--- config.mk ---
export PLATFORM = sky130hd
export DESIGN_NAME = serial_adder
export DESIGN_NICKNAME = d
export VERILOG_FILES = /design/src/rtl/serial_adder_pkg.sv /design/src/rtl/full_adder.sv /design/src/rtl/serial_adder.sv
export SDC_FILE = /design/constraint.sdc
export NUM_CORES = 1
export LEC_CHECK = 0
export BUFFER_PORTS_ARGS = -buffer_cell sky130_fd_sc_hd__buf_2
export CORE_UTILIZATION = 49
export DETAILED_ROUTE_END_ITERATION = 8
export PLACE_DENSITY = 0.76
export SLEW_MARGIN = 20
export SYNTH_ARGS = -nofsm -noshare
export SYNTH_HDL_FRONTEND = slang
export SYNTH_SLANG_ARGS = --single-unit
--- constraint.sdc ---
create_clock -name clk -period 2.97 [get_ports clk]
set_input_delay 0.1485 -clock clk [delete_from_list [all_inputs] [get_ports clk]]
set_output_delay 0.1485 -clock clk [all_outputs]
set_load 0.01 [all_outputs]
--- src/rtl/serial_adder_pkg.sv ---
// Shared types and constants for the bit-serial adder/subtractor.
package serial_adder_pkg;

   localparam int DEFAULT_WIDTH = 32;

   typedef enum logic [1:0] {
      IDLE = 2'd0,
      RUN  = 2'd1,
      DONE = 2'd2
   } state_t;

endpackage

--- src/rtl/full_adder.sv ---
// One-bit full adder used as the serial bit-slice.
module full_adder (
   input  logic a,
   input  logic b,
   input  logic cin,
   output logic s,
   output logic cout
);

   assign s    = a ^ b ^ cin;
   assign cout = (a & b) | (a & cin) | (b & cin);

endmodule

--- src/rtl/serial_adder.sv ---
// Bit-serial add/subtract, LSB first, one bit per clock through a single full adder.
//
// state | meaning
// IDLE  | waiting for start; outputs hold last result
// RUN   | one operand bit per edge, WIDTH edges total
// DONE  | one-cycle done pulse, then back to IDLE
module serial_adder
   import serial_adder_pkg::*;
#(
   parameter int WIDTH = DEFAULT_WIDTH
) (
   input  logic             clk,
   input  logic             rst,
   input  logic             start,
   input  logic             sub,
   input  logic [WIDTH-1:0] a,
   input  logic [WIDTH-1:0] b,
   output logic             busy,
   output logic             done,
   output logic [WIDTH-1:0] result,
   output logic             cout,
   output logic             overflow,
   output logic             zero
);

   localparam int CW = $clog2(WIDTH);

   state_t           state;
   state_t           state_nxt;
   logic [WIDTH-1:0] a_sr;
   logic [WIDTH-1:0] b_sr;
   logic             carry;
   logic [CW-1:0]    cnt;
   logic             sum_bit;
   logic             carry_out;
   logic             last_bit;

   full_adder u_fa (
      .a    (a_sr[0]),
      .b    (b_sr[0]),
      .cin  (carry),
      .s    (sum_bit),
      .cout (carry_out)
   );

   assign last_bit = (cnt == CW'(WIDTH - 1));

   always_ff @(posedge clk or posedge rst) begin
      if (rst) state <= IDLE;
      else     state <= state_nxt;
   end

   always_comb begin
      state_nxt = state;
      case (state)
         IDLE:    if (start) state_nxt = RUN;
         RUN:     if (last_bit) state_nxt = DONE;
         DONE:    state_nxt = IDLE;
         default: state_nxt = IDLE;
      endcase
   end

   // A doubles as the sum accumulator: sum bits enter at the MSB as operand bits leave at the LSB,
   // so result is only written once, on the final edge.
   always_ff @(posedge clk or posedge rst) begin
      if (rst) begin
         a_sr     <= '0;
         b_sr     <= '0;
         carry    <= 1'b0;
         cnt      <= '0;
         result   <= '0;
         cout     <= 1'b0;
         overflow <= 1'b0;
      end else begin
         case (state)
            IDLE: begin
               if (start) begin
                  a_sr  <= a;
                  b_sr  <= sub ? ~b : b;
                  carry <= sub;
                  cnt   <= '0;
               end
            end
            RUN: begin
               a_sr  <= {sum_bit, a_sr[WIDTH-1:1]};
               b_sr  <= {1'b0, b_sr[WIDTH-1:1]};
               carry <= carry_out;
               cnt   <= cnt + CW'(1);
               if (last_bit) begin
                  result   <= {sum_bit, a_sr[WIDTH-1:1]};
                  cout     <= carry_out;
                  overflow <= carry ^ carry_out;
               end
            end
            default: ;
         endcase
      end
   end

   assign busy = (state == RUN);
   assign done = (state == DONE);
   assign zero = (result == '0);

endmodule

==> reports/metrics.cfg <==
[floorplanning]
initial_core_util=0.5093
design.core.area_sq_um=9819
floorplan.die_area_sq_um=10610
rows=36
die_y_um=103.0
fp.dieW_um=103.0
io_pins=105

[clocking]
cts_buffers=9
post_cts_resize_count=0
cts.clk_slew.worst_paths_ns=0.10
cts_max_level=3
clkLatencyLatePin_ns=0.36
clkSinkCount=106
cts_tree=yes
clockRootBuffer=clkbuf_8
cts.path.max_buffers=2

[setup_path]
cp_top_family=simple AND/OR/NAND/NOR gates
crit_top_cell=ha_1
crit_cells=6
crit_start=cnt[0]
path_buf_inv=1
cp-start-kind=flip-flop
critPathMaxFanout=28
crit_chain=ha_1 > and3_1 > ha_1 > nand3b_1 > buf_12 > mux2_2
cpMaxStageDelayCell=dfrtp_1
r2r-start=cnt[0]
end_kind=flip-flop
criticalPathCategory=flip-flop to flip-flop
rr_worst_depth=6
cp_data_arrival_time_ns=2.42
required_ns=3.22
worst_path_largest_cell_delay_ns=0.42

[sta]
skew_ns=0.007894
maxSlewViolCount=0
setup-violations-final=0
rsz0062_at_grt=false
fin_crit_sh=0.7324
min_period_ns=2.175
setup_slack_ns=0.7948
fmaxAchievable_ghz=0.4597
slew_headroom=0.2915
worstMarginPinSlew_ns=1.058
final_hold_viol_count=0
whs_ns=0.06537
tns_ns=0

[drt]
num_vias=3792
antenna_left=0
vias_per_cell=5.601
drc=0
wl_per_cell_um=16.28
drt_first_pass_iters=4
totalWireLength_mm=11.02
drt_iter0_markers=181

[placed_design]
dpl_cell_area_sq_um=5582
dpl.hpwl_mm=7.523
port_buffers=104
gp_congestion=0.7935
placed_cells=659
place_ws_ns=0.7985

[synth]
synth_xor_area_frac=0.05779
synth-compound-area-share=0.1539
ys_seq_area_frac=0.5304
synth_cell_types=33
synth_fa_ha_area_frac=0.009007
avgSynthCellArea_sq_um=11.09
synth_top_family_by_area=compound AO/OA/AOI/OAI gates
synth-seq-cells=106
syn_area_sq_um=5001
syn_inst=451
yosys.area_share.simple=0.1068
muxShareOfSynthArea=0.09882
syn_nets=522
yosys_warnings=0

[pwr]
intPower_mw=3.352
p_leak_nw=2.744
switching_share=0.3709
clock_power_share=0.157
seqPwrFrac=0.471
powerDensity_nw_per_um2=922.1
finalPower_mw=5.328
netSwitchingPower_mw=1.976
vdd_ir_drop_max_mv=0.3650
combPwrFrac=0.372

[global_route]
use_met2=0.3590
busiest_layer=met2
grtUsageMet1=0.2895
grtUsageMet3=0.04542
grt_pass1_vias=3558
grtUsageTotal=0.2168
grt_pass1_wl_mm=17.63
antenna_found_initial=3
grt-ovfl-total=0
grt_max_degree=59

[finish]
drive_above_1_share=0.3112
area_delta_synth_final_pct=15.54
finalNonFillerCells=677
final_area_sq_um=5778
layout.nets=609
postLayoutCoreUtil=0.5884

[hold_path]
min_from=b[31]
hold_path.class=input pin to flip-flop
hold_depth=3

[status]
run_status=complete, no violations

[flow_run]
maxCapViolations=0

==> flip-flops by register name, summed over array words and instances (netlist names) <==
register  count
result       32
state         2
b_sr         32
overflow      1
cout          1
carry         1
cnt           5
a_sr         32
==> routing by layer <==
metal / share of wire / vias to the layer above
met5: 0.0010 / -
met4: 0.0084 / 2
met2: 0.49 / 115
li1: - / 1778
met1: 0.44 / 1889
met3: 0.058 / 8
==> power groups by stage <==
stage | sequential, mW | clock [mW] | combinational (mW)
finish | 2.51 | 0.835 | 1.98
global route | 2.59 | 0.919 | 2.21
CTS | 2.51 | 0.865 | 2.00
detailed placement | 2.54 | 0 | 2.00
global placement | 2.50 | 0 | 1.93
floorplan | 2.48 | 0 | 1.42
==> worst paths after layout <==
kind / end / slack, ns
hold reg to reg: b_sr[2] / 0.50
hold / removal: b_sr[31] / 0.07
max in group asynchronous: a_sr[2] / 1.78
setup reg to reg: result[27] / 0.79
setup / recovery: result[27] / 0.79
min in group asynchronous: a_sr[23] / 0.34
==> kinds of logic (layout without fill, tap and decap cells) <==
| family | count (synthesis) | count (layout) |
|---|---|---|
| flip-flops | 106 | 106 |
| XOR/XNOR | 33 | 33 |
| multiplexers | 35 | 35 |
| buffers and inverters | 41 | 133 |
| AND/OR/NAND/NOR | 121 | 121 |
| adder cells (fa/ha/maj) | 3 | 3 |
| other | 0 | 1 |
| AO/OA/AOI/OAI | 112 | 112 |
==> cells in the mapped netlist <==
master	n	area share
dfrtp_1	106	0.53
nand2_1	91	0.068
xnor2_1	33	0.058
a22oi_1	31	0.047
o21ai_0	30	0.030
o221ai_1	30	0.053
mux2_4	27	0.081
buf_2	26	0.026
a21oi_1	10	0.010
nor2b_1	8	0.010
nor4_1	8	0.010
mux2_2	7	0.016
clkbuf_1	6	0.0045
o21ai_1	5	0.0050
a22o_1	3	0.0053
and3b_1	3	0.0053
buf_6	3	0.0068
inv_1	3	0.0023
nand4_1	3	0.0038
buf_4	2	0.0030
ha_1	2	0.0050
nand2b_1	2	0.0025
nor2_1	2	0.0015
a211oi_1	1	0.0015
and3_1	1	0.0013
buf_1	1	0.00075
fa_1	1	0.0040
mux2i_1	1	0.0020
nand3_1	1	0.0010
nand3b_1	1	0.0015
nor2b_2	1	0.0018
o211ai_1	1	0.0015
o21bai_1	1	0.0015
==> worst reg2reg max path: cells and delay by family (launching register included) <==
family	cells	cell delay, ns
adder cells (fa/ha/maj)	2	0.42
multiplexers	1	0.37
AND/OR/NAND/NOR	2	0.56
flip-flops	1	0.42
buffers and inverters	1	0.29
==> layout make-up <==
class | count | area, sq um
inverters | 3 | 13.76
repair buffers | 114 | 610.6
clock buffers | 9 | 123.9
well taps | 133 | 166.4
flip-flops and latches | 106 | 2655
multi-input cells | 304 | 2146
clock inverters | 7 | 60.06
fillers | 890 | 4041
diodes | 1 | 2.502
==> layout by cell type, fill, tap and decap left out, types with 3 or more instances in the layout <==
cell,netlist,routed
o21ai_1,5,5
dfrtp_1,106,104
clkbuf_8,0,9
clkinv_4,0,3
a21oi_1,10,10
buf_4,2,8
mux2_4,27,27
o21ai_0,30,30
nand2_1,91,91
and3b_1,3,3
xnor2_1,33,33
nor2b_1,8,7
mux2_2,7,7
a22oi_1,31,31
nand4_1,3,3
o221ai_1,30,30
a22o_1,3,3
buf_2,26,104
nor4_1,8,8
==> what timing repair did <==
action / CTS / global route
buffers inserted: 0 / 0
hold buffers: 1 / 0
endpoints found under the hold margin: 35 / 0
Note: power is estimated with default switching activity, not from simulation.
